--- config.mk ---
export PLATFORM = sky130hd
export DESIGN_NAME = restoring_div4
export DESIGN_NICKNAME = d
export VERILOG_FILES = /design/src/rtl/div_pkg.sv /design/src/rtl/trial_sub.sv /design/src/rtl/restoring_div4.sv
export SDC_FILE = /design/constraint.sdc
export NUM_CORES = 1
export LEC_CHECK = 0
export ABC_AREA = 1
export BUFFER_PORTS_ARGS = -buffer_cell sky130_fd_sc_hd__buf_2
export CAP_MARGIN = 20
export CORE_MARGIN = 1
export CORE_UTILIZATION = 55
export CTS_CLUSTER_DIAMETER = 200
export CTS_CLUSTER_SIZE = 10
export DETAILED_ROUTE_END_ITERATION = 10
export HOLD_SLACK_MARGIN = 0.02
export PLACE_DENSITY = 0.78
export RECOVER_POWER = 25
export SYNTH_ARGS = -nofsm -noshare
export SYNTH_HDL_FRONTEND = slang
export SYNTH_HIERARCHICAL = 1
export SYNTH_SLANG_ARGS = --single-unit
export TNS_END_PERCENT = 30
--- constraint.sdc ---
create_clock -name clk -period 3.5 [get_ports clk]
set_input_delay 0.175 -clock clk [delete_from_list [all_inputs] [get_ports clk]]
set_output_delay 0.175 -clock clk [all_outputs]
set_load 0.05 [all_outputs]
--- src/rtl/div_pkg.sv ---
// Shared definitions for the restoring divider: FSM state encoding,
// default operand width and the iteration counter width helper.
package div_pkg;

    typedef enum logic [1:0] {
        S_IDLE = 2'd0,
        S_RUN  = 2'd1,
        S_DONE = 2'd2
    } state_t;

    localparam int unsigned DEF_WIDTH = 4;

    function automatic int unsigned cnt_width(input int unsigned w);
        return $clog2(w) + 1;
    endfunction

    localparam int unsigned DEF_CNT_W = cnt_width(DEF_WIDTH);

endpackage

--- src/rtl/trial_sub.sv ---
// Combinational N-bit borrow-ripple subtractor (d = a - b - bin) built
// from per-bit full-subtractor equations.
module trial_sub #(
    parameter int unsigned N = 5
) (
    input  logic [N-1:0] a,
    input  logic [N-1:0] b,
    input  logic         bin,
    output logic [N-1:0] d,
    output logic         bout
);

    always_comb begin
        logic [N:0] br;
        d     = '0;
        br    = '0;
        br[0] = bin;
        for (int unsigned i = 0; i < N; i++) begin
            d[i]    = a[i] ^ b[i] ^ br[i];
            br[i+1] = (~a[i] & b[i]) | (~(a[i] ^ b[i]) & br[i]);
        end
        bout = br[N];
    end

endmodule

--- src/rtl/restoring_div4.sv ---
// Sequential restoring divider with start/done handshake, one trial
// subtraction per cycle. Optional macro EARLY_EXIT_EN skips iterating when dividend < divisor.
module restoring_div4
    import div_pkg::*;
#(
    parameter int unsigned WIDTH = DEF_WIDTH
) (
    input  logic             clk,
    input  logic             rst,
    input  logic             start,
    input  logic [WIDTH-1:0] dividend,
    input  logic [WIDTH-1:0] divisor,
    output logic             busy,
    output logic             done,
    output logic [WIDTH-1:0] quotient,
    output logic [WIDTH-1:0] remainder,
    output logic             div_by_zero
);

    localparam int unsigned CW = cnt_width(WIDTH);

    state_t           state, state_next;
    logic [WIDTH-1:0] d_reg;
    logic [WIDTH-1:0] q_reg;
    logic [WIDTH:0]   r_reg;
    logic [CW-1:0]    count;

    logic             accept;
    logic             last;
    logic             zero_div;
    logic             early;
    logic [WIDTH:0]   s_val;
    logic [WIDTH:0]   t_val;
    logic             borrow;
    logic             qbit;
    logic [WIDTH-1:0] q_next;
    logic [WIDTH:0]   r_next;

    assign zero_div = (divisor == '0);

`ifdef EARLY_EXIT_EN
    assign early = !zero_div && (dividend < divisor);
`else
    assign early = 1'b0;
`endif

    assign s_val = {r_reg[WIDTH-1:0], q_reg[WIDTH-1]};

    trial_sub #(
        .N(WIDTH + 1)
    ) u_trial_sub (
        .a   (s_val),
        .b   ({1'b0, d_reg}),
        .bin (1'b0),
        .d   (t_val),
        .bout(borrow)
    );

    always_comb begin
        qbit   = ~borrow;
        q_next = {q_reg[WIDTH-2:0], qbit};
        r_next = borrow ? s_val : t_val;
    end

    always_ff @(posedge clk or posedge rst) begin
        if (rst) state <= S_IDLE;
        else     state <= state_next;
    end

    always_comb begin
        state_next = state;
        accept     = 1'b0;
        last       = 1'b0;
        case (state)
            S_IDLE, S_DONE: begin
                if (start) begin
                    accept     = 1'b1;
                    state_next = (zero_div || early) ? S_DONE : S_RUN;
                end else begin
                    state_next = S_IDLE;
                end
            end
            S_RUN: begin
                if (count == CW'(WIDTH - 1)) begin
                    last       = 1'b1;
                    state_next = S_DONE;
                end
            end
            default: state_next = S_IDLE;
        endcase
    end

    // Zero-divisor and early-exit results are produced at the accepting edge,
    // so their done pulse coincides with the single DONE cycle.
    always_ff @(posedge clk or posedge rst) begin
        if (rst) begin
            d_reg       <= '0;
            q_reg       <= '0;
            r_reg       <= '0;
            count       <= '0;
            busy        <= 1'b0;
            done        <= 1'b0;
            quotient    <= '0;
            remainder   <= '0;
            div_by_zero <= 1'b0;
        end else begin
            done <= 1'b0;
            if (accept) begin
                d_reg       <= divisor;
                q_reg       <= dividend;
                r_reg       <= '0;
                count       <= '0;
                div_by_zero <= 1'b0;
                if (zero_div) begin
                    quotient    <= '1;
                    remainder   <= dividend;
                    div_by_zero <= 1'b1;
                    done        <= 1'b1;
                    busy        <= 1'b0;
                end else if (early) begin
                    quotient  <= '0;
                    remainder <= dividend;
                    done      <= 1'b1;
                    busy      <= 1'b0;
                end else begin
                    busy <= 1'b1;
                end
            end else if (state == S_RUN) begin
                r_reg <= r_next;
                q_reg <= q_next;
                count <= count + CW'(1);
                if (last) begin
                    quotient  <= q_next;
                    remainder <= r_next[WIDTH-1:0];
                    done      <= 1'b1;
                    busy      <= 1'b0;
                end
            end
        end
    end

    // The restored/accepted partial remainder is always below the divisor.
    always_comb begin
        if (!rst) assert (r_reg[WIDTH] == 1'b0);
    end

endmodule

=== Word level (Yosys, flattened, before mapping) ===
Cells that the tools add are included.

* Register bits: 28
* Latch bits: 0
* RAM bits: 0
* Memory bits (read-only): 0
* Bits of input ports: 11
* Output and inout bits: 11
* Logic and storage cells: 81
* Memories: 0

* Add/subtract/negate cells: 1
* Multipliers: 0
* Div/mod/pow operators: 0
* Magnitude comparators: 0
* Equality and inequality tests: 5
* Shifts and indexed selects: 0
* Mux-type cells: 31
* Bitwise logic cells: 27
* Reductions and logical operators: 7

{| class="wikitable"
|+ Operators by type and width
! operator !! count
|-
| 2-to-1 mux 4 bit || 13
|-
| 2-to-1 mux 1 bit || 12
|-
| NOT 1 bit || 9
|-
| AND 1 bit || 8
|-
| XOR 1 bit || 7
|-
| 2-to-1 mux 2 bit || 3
|-
| 2-to-1 mux 3 bit || 2
|-
| logical NOT 4 bit || 1
|-
| case mux 2 bit (2 select lines) || 1
|-
| nonzero test 2 bit || 2
|-
| adder 3 x 1 -> 3 bit, second input constant || 1
|-
| equality test 3 x 2 -> 1 bit, second input constant || 1
|-
| bitwise OR 1 bit || 3
|-
| AND reduction 3 bit || 1
|-
| equality test 2 x 1 -> 1 bit, second input constant || 1
|-
| equality test 2 bit, second input constant || 1
|-
| logical NOT 2 bit || 1
|-
| inequality test 2 x 1 -> 1 bit, second input constant || 1
|-
| inequality test 2 bit, second input constant || 1
|-
| AND reduction 2 bit || 1
|-
| OR reduction 2 bit || 1
|}

=== Depth between registers and ports, before layout ===
Gate-level depths: netlist of run 1.

* Word-level depth: 13
* Mapped depth: 16
* Depth with buffers taken out: 16

=== Hierarchy ===
The synthesis of run 1 kept the hierarchy.

{| class="wikitable"
|+ Modules (own cells, without submodules)
! module !! times used !! cells each !! area each (µm²) !! seq. area each (µm²)
|-
| restoring_div4 || 1 || 152 || 1293.7 || 700.7
|-
| trial_sub || 1 || 17 || 145.1 || 0.0
|}

=== Worst setup path after synthesis of run 1 ===
No wires, ideal clock.

* Kind: register to register
* From: register d_reg[0]
* To: register remainder[2]
* Setup time: 0.067 ns
* Data arrival time: 2.418 ns
* Required time: 3.433 ns
* Path slack: 1.016 ns
* Stages on the path, launching flop included: 17
* Buffers on the path: 0
* Period minus slack after synthesis: 2.484 ns
* Path through: dfrtp_1 > inv_1 > fa_1 > inv_1 > fa_1 > fa_1 > fa_1 > inv_1 > fa_1 > inv_1 > inv_1 > nand2_1 > nand2_1 > nand2_1 > nand2_1 > nand2_1 > nand2_1

* Cells in the longest elaborated chain, start to end: 12
* Elaborated cells between the ends (all ways): 13
* Those cells by class: 4 x mux; 9 x bitwise

{| class="wikitable"
|+ Ends and longest elaborated chain
! element !! RTL line !! text
|-
| start, declared || restoring_div4.sv:23 || <nowiki>logic [WIDTH-1:0] d_reg;</nowiki>
|-
| start signal, assigned || restoring_div4.sv:109 || <nowiki>d_reg <= divisor;</nowiki>
|-
| AND 1 bit (2 in series) || trial_sub.sv:20 || <nowiki>br[i+1] = (~a[i] & b[i]) | (~(a[i] ^ b[i]) & br[i]);</nowiki>
|-
| bitwise OR 1 bit || trial_sub.sv:20 ||
|-
| AND 1 bit || trial_sub.sv:20 ||
|-
| bitwise OR 1 bit || trial_sub.sv:20 ||
|-
| AND 1 bit || trial_sub.sv:20 ||
|-
| bitwise OR 1 bit || trial_sub.sv:20 ||
|-
| AND 1 bit || trial_sub.sv:20 ||
|-
| via borrow || restoring_div4.sv:34 || <nowiki>logic borrow;</nowiki>
|-
| 2-to-1 mux 4 bit || restoring_div4.sv:62 || <nowiki>r_next = borrow ? s_val : t_val;</nowiki>
|-
| 2-to-1 mux 4 bit || restoring_div4.sv:132 || <nowiki>if (last) begin</nowiki>
|-
| 2-to-1 mux 4 bit || restoring_div4.sv:128 || <nowiki>end else if (state == S_RUN) begin</nowiki>
|-
| 2-to-1 mux 4 bit || restoring_div4.sv:108 || <nowiki>if (accept) begin</nowiki>
|-
| end signal, assigned || restoring_div4.sv:116 || <nowiki>remainder <= dividend;</nowiki>
|-
| end signal, assigned || restoring_div4.sv:122 || <nowiki>remainder <= dividend;</nowiki>
|-
| end signal, assigned || restoring_div4.sv:134 || <nowiki>remainder <= r_next[WIDTH-1:0];</nowiki>
|-
| end, declared || restoring_div4.sv:16 || <nowiki>output logic [WIDTH-1:0] remainder,</nowiki>
|}

The timed path passes the listed nets, and every way through them passes these cells. The select of a mux whose other input is x is not followed.
A chain may end at the register's enable or synchronous reset.

=== Final worst setup path of run 1 ===
* From: register d_reg[0]
* To: register r_reg[3]

* Cells in the longest elaborated chain, start to end: 11
* Elaborated cells between the ends (all ways): 12
* Those cells by class: 3 x mux; 9 x bitwise

{| class="wikitable"
|+ Ends and longest elaborated chain
! element !! RTL line !! text
|-
| AND 1 bit (2 in series) || trial_sub.sv:20 ||
|-
| bitwise OR 1 bit || trial_sub.sv:20 ||
|-
| AND 1 bit || trial_sub.sv:20 ||
|-
| bitwise OR 1 bit || trial_sub.sv:20 ||
|-
| AND 1 bit || trial_sub.sv:20 ||
|-
| bitwise OR 1 bit || trial_sub.sv:20 ||
|-
| AND 1 bit || trial_sub.sv:20 ||
|-
| via borrow || restoring_div4.sv:34 ||
|-
| 2-to-1 mux 4 bit || restoring_div4.sv:62 ||
|-
| 2-to-1 mux 4 bit || restoring_div4.sv:128 ||
|-
| 2-to-1 mux 4 bit || restoring_div4.sv:108 ||
|-
| end signal, assigned || restoring_div4.sv:129 || <nowiki>r_reg <= r_next;</nowiki>
|-
| end, declared || restoring_div4.sv:25 || <nowiki>logic [WIDTH:0] r_reg;</nowiki>
|}

The timed path passes the listed nets, and every way through them passes these cells. The select of a mux whose other input is x is not followed.

==> results of run 1 <==
## placed cells by master (no fill, tap or decap)
master and n:
nand2_1 73, o21ai_0 3, dfrtp_1 28, buf_2 21, nor2_2 1, nand3_1 10
conb_1 2, inv_1 20, nand2_2 4, a21oi_1 1, clkbuf_1 1, o22ai_1 1
clkbuf_4 3, o211ai_1 2, fa_1 5, inv_2 2, nand2_4 3, dlygate4sd3_1 1
bufinv_16 1, ha_1 2, o21ai_2 3, or2_2 1, nand3_2 1, nor2_1 3
## per-stage QoR
| stage | hold WS (ps) | utilization | total power [mW] | setup slack, ps |
|---|---|---|---|---|
| 2_1_floorplan | 240.4 | - | 1.280 | 1016 |
| 4_1_cts | 47.32 | 0.6439 | 1.683 | 750.8 |
| 5_1_grt | 52.65 | 0.6495 | 1.819 | 558.4 |
| 3_3_place_gp | 388.8 | 0.6227 | 1.421 | 905.2 |
| 6_report | 48.10 | 0.6495 | 1.672 | 779.5 |
| 3_5_place_dp | 391.9 | 0.6227 | 1.468 | 802.9 |
## metal layers
| metal | share of wire | global-route usage |
|---|---|---|
| met1 | 0.45 | 0.3168 |
| met2 | 0.51 | 0.4072 |
| met3 | 0.026 | 0.02874 |
| met4 | 0.012 | 0.06579 |
| met5 | 0 | 0 |
## worst paths after layout
check | startpoint | end | slack (ps) | depth (start not counted)
worst min-delay path | divisor[2] | d_reg[2] | 50 | 3
worst min register to register | div_by_zero | div_by_zero | 500 | 2
min in group asynchronous | rst | remainder[0] | 220 | 3
worst max register to register | d_reg[0] | r_reg[3] | 780 | 14
worst max-delay path | d_reg[0] | r_reg[3] | 780 | 14
max in group asynchronous | rst | q_reg[3] | 1770 | 4
## cells in the mapped netlist, drive strengths merged
library cell,instances
nand2,80
dfrtp,28
inv,22
nand3,11
o21ai,6
buf,5
fa,5
nor2,4
ha,2
o211ai,2
a21oi,1
conb,1
o22ai,1
or2,1
## critical path, cell delays in order, from the launching register on
cell     delay [ps]
dfrtp_1         410
inv_1            80
fa_1            170
inv_1            50
fa_1            370
fa_1            380
fa_1            370
inv_1            70
fa_1            150
inv_1            90
inv_1           140
nand2_1          70
nand2_1          60
nand2_1          60
o21ai_0         180
## area by class of cell
cell class | instances | area (µm²) | area share
flip-flops and latches | 28 | 700.7 | 0.4355
multi-input cells | 115 | 616.8 | 0.3834
repair buffers | 23 | 118.9 | 0.07387
inverters | 22 | 82.58 | 0.05132
well taps | 30 | 37.54 | 0.02333
clock inverters | 1 | 30.03 | 0.01866
clock buffers | 3 | 22.52 | 0.01400
## logic make-up (layout without fill, tap and decap cells)
| logic type | Yosys count | in the layout | share of synthesized area |
|---|---|---|---|
| AOI/OAI and AO/OA | 10 | 10 | 0.04695 |
| adders and majority gates | 7 | 7 | 0.08696 |
| buffers and inverters | 27 | 49 | 0.08695 |
| DFF | 28 | 28 | 0.4870 |
| other | 1 | 2 | 0.002606 |
| and+or+nand+nor | 96 | 96 | 0.2896 |
## power by group through the flow
stage / registers (mW) / clock network, mW / logic [mW]
floorplan: 0.735 / 0 / 0.546
global placement: 0.558 / 0 / 0.862
detailed placement: 0.566 / 0 / 0.901
CTS: 0.558 / 0.217 / 0.909
global route: 0.575 / 0.227 / 1.02
finish: 0.556 / 0.214 / 0.901
==> metrics.md, run 1 <==
| Metric | Value |
|---|---|
| Worst-path clk slew | `150 ps` |
| Area growth, synth to finish | `11.83%` |
| Largest net degree at the start of global routing | `29` |
| Ranking of synthesized cells by area | `dfrtp_1 (49%), nand2_1 (19%), fa_1 (7.0%), inv_1 (5.2%), nand3_1 (3.5%)` |
| Slew headroom | `0.07826` |
| Syn Inst Count | `169` |
| Synth Cell Area | `0.001439 mm²` |
| CP Max Fanout | `6` |
| Hpwl dp | `2144 µm` |
| Maximum Capacitance Violations | `0` |
| Global-route wire length before repair | `4733 µm` |
| CTS Sinks | `28` |
| CTS Hold Bufs | `0` |
| Initial Util | `0.5808` |
| Final hold violation count | `0` |
| Routability cong. | `0.8748` |
| RSZ-0062 raised after global routing | `no` |
| Sw frac | `0.4878` |
| Slew Viols, Final | `0` |
| Max Clock Skew | `10.25 ps` |
| Final setup fails | `0` |
| Cts repair resizes | `0` |
| Die area | `0.002825 mm²` |
| First-pass DRT Iterations | `4` |
| DRC Markers | `0` |
| Clk Latency, worst-skew pair | `330 ps` |
| CTS tree | `done` |
| Pwr/cell area | `1039 mW/mm²` |
| DIE WIDTH | `53.15 µm` |
| Row count | `18` |
| Leak pwr | `0.9206 nW` |
| DP Area | `0.001543 mm²` |
| Final period util | `0.7773` |
| Nets | `211` |
| Switching power | `0.8156 mW` |
| Postcts setup bufs | `0` |
| Peak supply drop | `0.7372 mV` |
| Worst path required time | `3750 ps` |
| Gate power share | `0.539` |
| I/O Pins | `22` |
| Synth top area share | `0.4870` |
| DRT Wirelength | `2920 µm` |
| Area leader, netlist | `dfrtp_1` |
| Synth Warn # | `6` |
| Worst-case clock buffer depth | `2` |
| Max Freq | `367.6 MHz` |
| Layout cells sized above 1 | `0.2083` |
| Outcome | `completed` |
| Core area | `0.002477 mm²` |
| Total number of vias | `1,124` |
| Die span in y | `53.15 µm` |
| Tightest Pin Transition | `1383 ps` |
| IO buf count | `21` |
| 1st-iter DRT viols | `24` |
| Design area | `0.001609 mm²` |
| Setup crit start kind | `flop` |
| Vias in the first global route | `1,081` |
| Crit path DAT | `2970 ps` |
| Tmin final | `2720 ps` |
| Setup Crit Path Kind | `reg -> reg` |
| Total Neg Setup Slack | `0 ps` |
| Reg power frac | `0.333` |
| Initial antenna violation count | `0` |
| Synthesized area per cell | `8.514 µm²` |
| Clk pwr share | `0.128` |
| Finished Layout Cells | `222` |
| Flip-flop and latch count after synthesis | `28` |
| CTS Buf Count | `3` |
| Cell-internal power | `0.8562 mW` |
| Number of H-tree levels | `1` |
| Antenna-violating nets left | `0` |
| Tightest Hold Check Type | `in -> reg` |
| DR vias/cell | `5.063` |
| Post-synth cell types | `22` |
| Grt ovf | `0` |
| Sequential share of the synthesized area | `0.4870` |
| Placed cell count | `216` |
| Filler cells | `233` |
| Total track usage | `0.2385` |
| WL/cell | `13.15 µm` |
| Worst setup EP type | `flop` |
| Diodes inserted | `0` |
| CTS root buf | `clkbuf_4` |
(Power assumes the default switching activity.)
==> run 2, diff against run 1 <==
- CORE_UTILIZATION: 55 -> 50
- PLACE_DENSITY: 0.78 -> 0.74
- clock period: 3.5 -> 2.45 ns (I/O delays scaled with it)
==> metrics.md, run 2 (synthesized netlist as in run 1, its figures left out) <==
| Metric | Value |
|---|---|
| CTS tree | `done` |
| Max Clock Skew | `3.149 ps` |
| DP Worst Slack | `-227.1 ps` |
| WL/cell | `13.42 µm` |
| I/O Pins | `22` |
| Failing checks | `setup timing` |
| Layout cells sized above 1 | `0.2906` |
| First-pass DRT Iterations | `6` |
| Core Util, Final | `0.6270` |
| Row count | `19` |
| Placed cell count | `221` |
| Tightest Pin Transition | `1218 ps` |
| Peak supply drop | `1.040 mV` |
| Footprint of the multi-input gates | `636.9 µm²` |
| Setup crit start kind | `flop` |
| Tightest Hold Check Type | `in -> reg` |
| CTS root buf | `clkbuf_4` |
| DP Area | `0.001577 mm²` |
| Worst setup EP type | `flop` |
| Most frequent cells in the layout | `nand2_1 (70), dfrtp_1 (28), buf_2 (21)` |
| Nets | `222` |
| Setup Crit Path Kind | `reg -> reg` |
| Core area | `0.002734 mm²` |
| Commonest non-fill, non-tap cell in the layout | `nand2_1` |
| Initial antenna violation count | `0` |
| Design area | `0.001714 mm²` |
| Final hold slack | `56.71 ps` |
| Total number of vias | `1,211` |
| Die area | `0.003096 mm²` |
| Number of H-tree levels | `1` |
| IO buf count | `21` |
| Diodes inserted | `0` |
| WL met2 | `1593 µm` |
| Grt ovf | `0` |
| Register area | `700.7 µm²` |
| DRC Markers | `0` |
| DR WL met3 | `96 µm` |
| Area growth, synth to finish | `19.13%` |
| DRT Wirelength | `3141 µm` |
| Slew headroom | `0.1879` |
| Max Freq | `380.4 MHz` |
| Crit path DAT | `2870 ps` |
| Finished Layout Cells | `234` |
| CTS Buf Count | `3` |
| Cell Chain, Critical Path | `inv_2, fa_2, inv_2, fa_2, fa_2, fa_2, inv_2, fa_2, inv_4, nand2_1, nand2_1, nand2_2, nand2_1, nand2_1, nand2_1` |
| Total track usage | `0.2167` |
| Setup slack after layout | `-178.7 ps` |
| CP Max Fanout | `6` |
| RSZ-0062 raised after global routing | `yes` |
| Worst path required time | `2690 ps` |
| Pwr Total | `2.500 mW` |
| M1 wire length | `1360 µm` |
| Worst-path clk slew | `150 ps` |
| Total Neg Setup Slack | `-1364 ps` |
| Max Used Layer | `met4` |
| Vias in the first global route | `1,193` |
| Worst-case clock buffer depth | `2` |
| Final setup fails | `10` |
| Clk Latency, worst-skew pair | `330 ps` |
| Die span in y | `55.65 µm` |
| Antenna-violating nets left | `0` |
| Global-route wire length before repair | `5244 µm` |
| Routability cong. | `0.8216` |
| Largest net degree at the start of global routing | `29` |
| Leak pwr | `0.9552 nW` |
| Slowest stage delay, CP | `420 ps` |
| Final period util | `1.073` |
| Slew Viols, Final | `0` |
| 1st-iter DRT viols | `25` |
| CP bufs+invs | `4` |
| Hpwl dp | `2262 µm` |
| Slowest-stage cell, CP | `dfrtp_1` |
| DR vias/cell | `5.175` |
| CTS Sinks | `28` |
| Tmin final | `2629 ps` |
| Maximum Capacitance Violations | `0` |
| Pwr/cell area | `1459 mW/mm²` |
| Filler cells | `237` |
| Final hold violation count | `0` |
| DIE WIDTH | `55.65 µm` |
| CP top delay family | `adder cells` |
| Outcome | `complete, but fails checks` |
| Initial Util | `0.5263` |
## run 2: cell count changes in the layout (fill, tap and decap cells not counted), sizes merged
cell | previous run | this run
buf | 21 | 27
bufinv | 1 | 0
clkbuf | 4 | 5
dlygate4sd3 | 1 | 6
## run 2: where the power goes
| part | internal [mW] | switching (mW) |
|---|---|---|
| registers | 0.667 | 0.129 |
| logic | 0.500 | 0.977 |
| clock network | 0.0910 | 0.136 |
## run 2: cell type report
class,instances,area share
inverters,22,0.05110
clock buffers,4,0.02117
flip-flops and latches,28,0.4088
well taps,31,0.02263
repair buffers,34,0.1248
multi-input cells,115,0.3715
## run 2: path summary, 6_finish.rpt
check / start / depth (start not counted) / endpoint / slack [ps]
min in group asynchronous: rst / 3 / div_by_zero / 250
max in group asynchronous: rst / 4 / count[0] / 820
worst max register to register: d_reg[0] / 15 / remainder[2] / -180
worst max-delay path: d_reg[0] / 15 / remainder[2] / -180
worst min register to register: count[0] / 1 / count[0] / 500
worst min-delay path: dividend[2] / 3 / q_reg[2] / 60
## run 2: what timing repair did
| action | 4_1_cts | 5_1_grt |
|---|---|---|
| pin swaps | 4 | 6 |
| endpoints found under the hold margin | 4 | 7 |
| endpoints found under the setup margin | 10 | 10 |
| gates cloned | 0 | 0 |
| buffers inserted | 1 | 1 |
| hold buffers | 4 | 2 |
| resized for setup | 11 | 3 |
## run 2: worst min-delay path: cells and delay by family
family          cells  cell delay (ps)
simple gates        1               60
compound gates      1              100
buf+inv             1               80
## run 2: layer usage
layer	up-vias	global-route usage
met5	-	0
met4	0	0.1143
met3	10	0.02326
met2	31	0.3614
met1	595	0.2794
li1	575	-
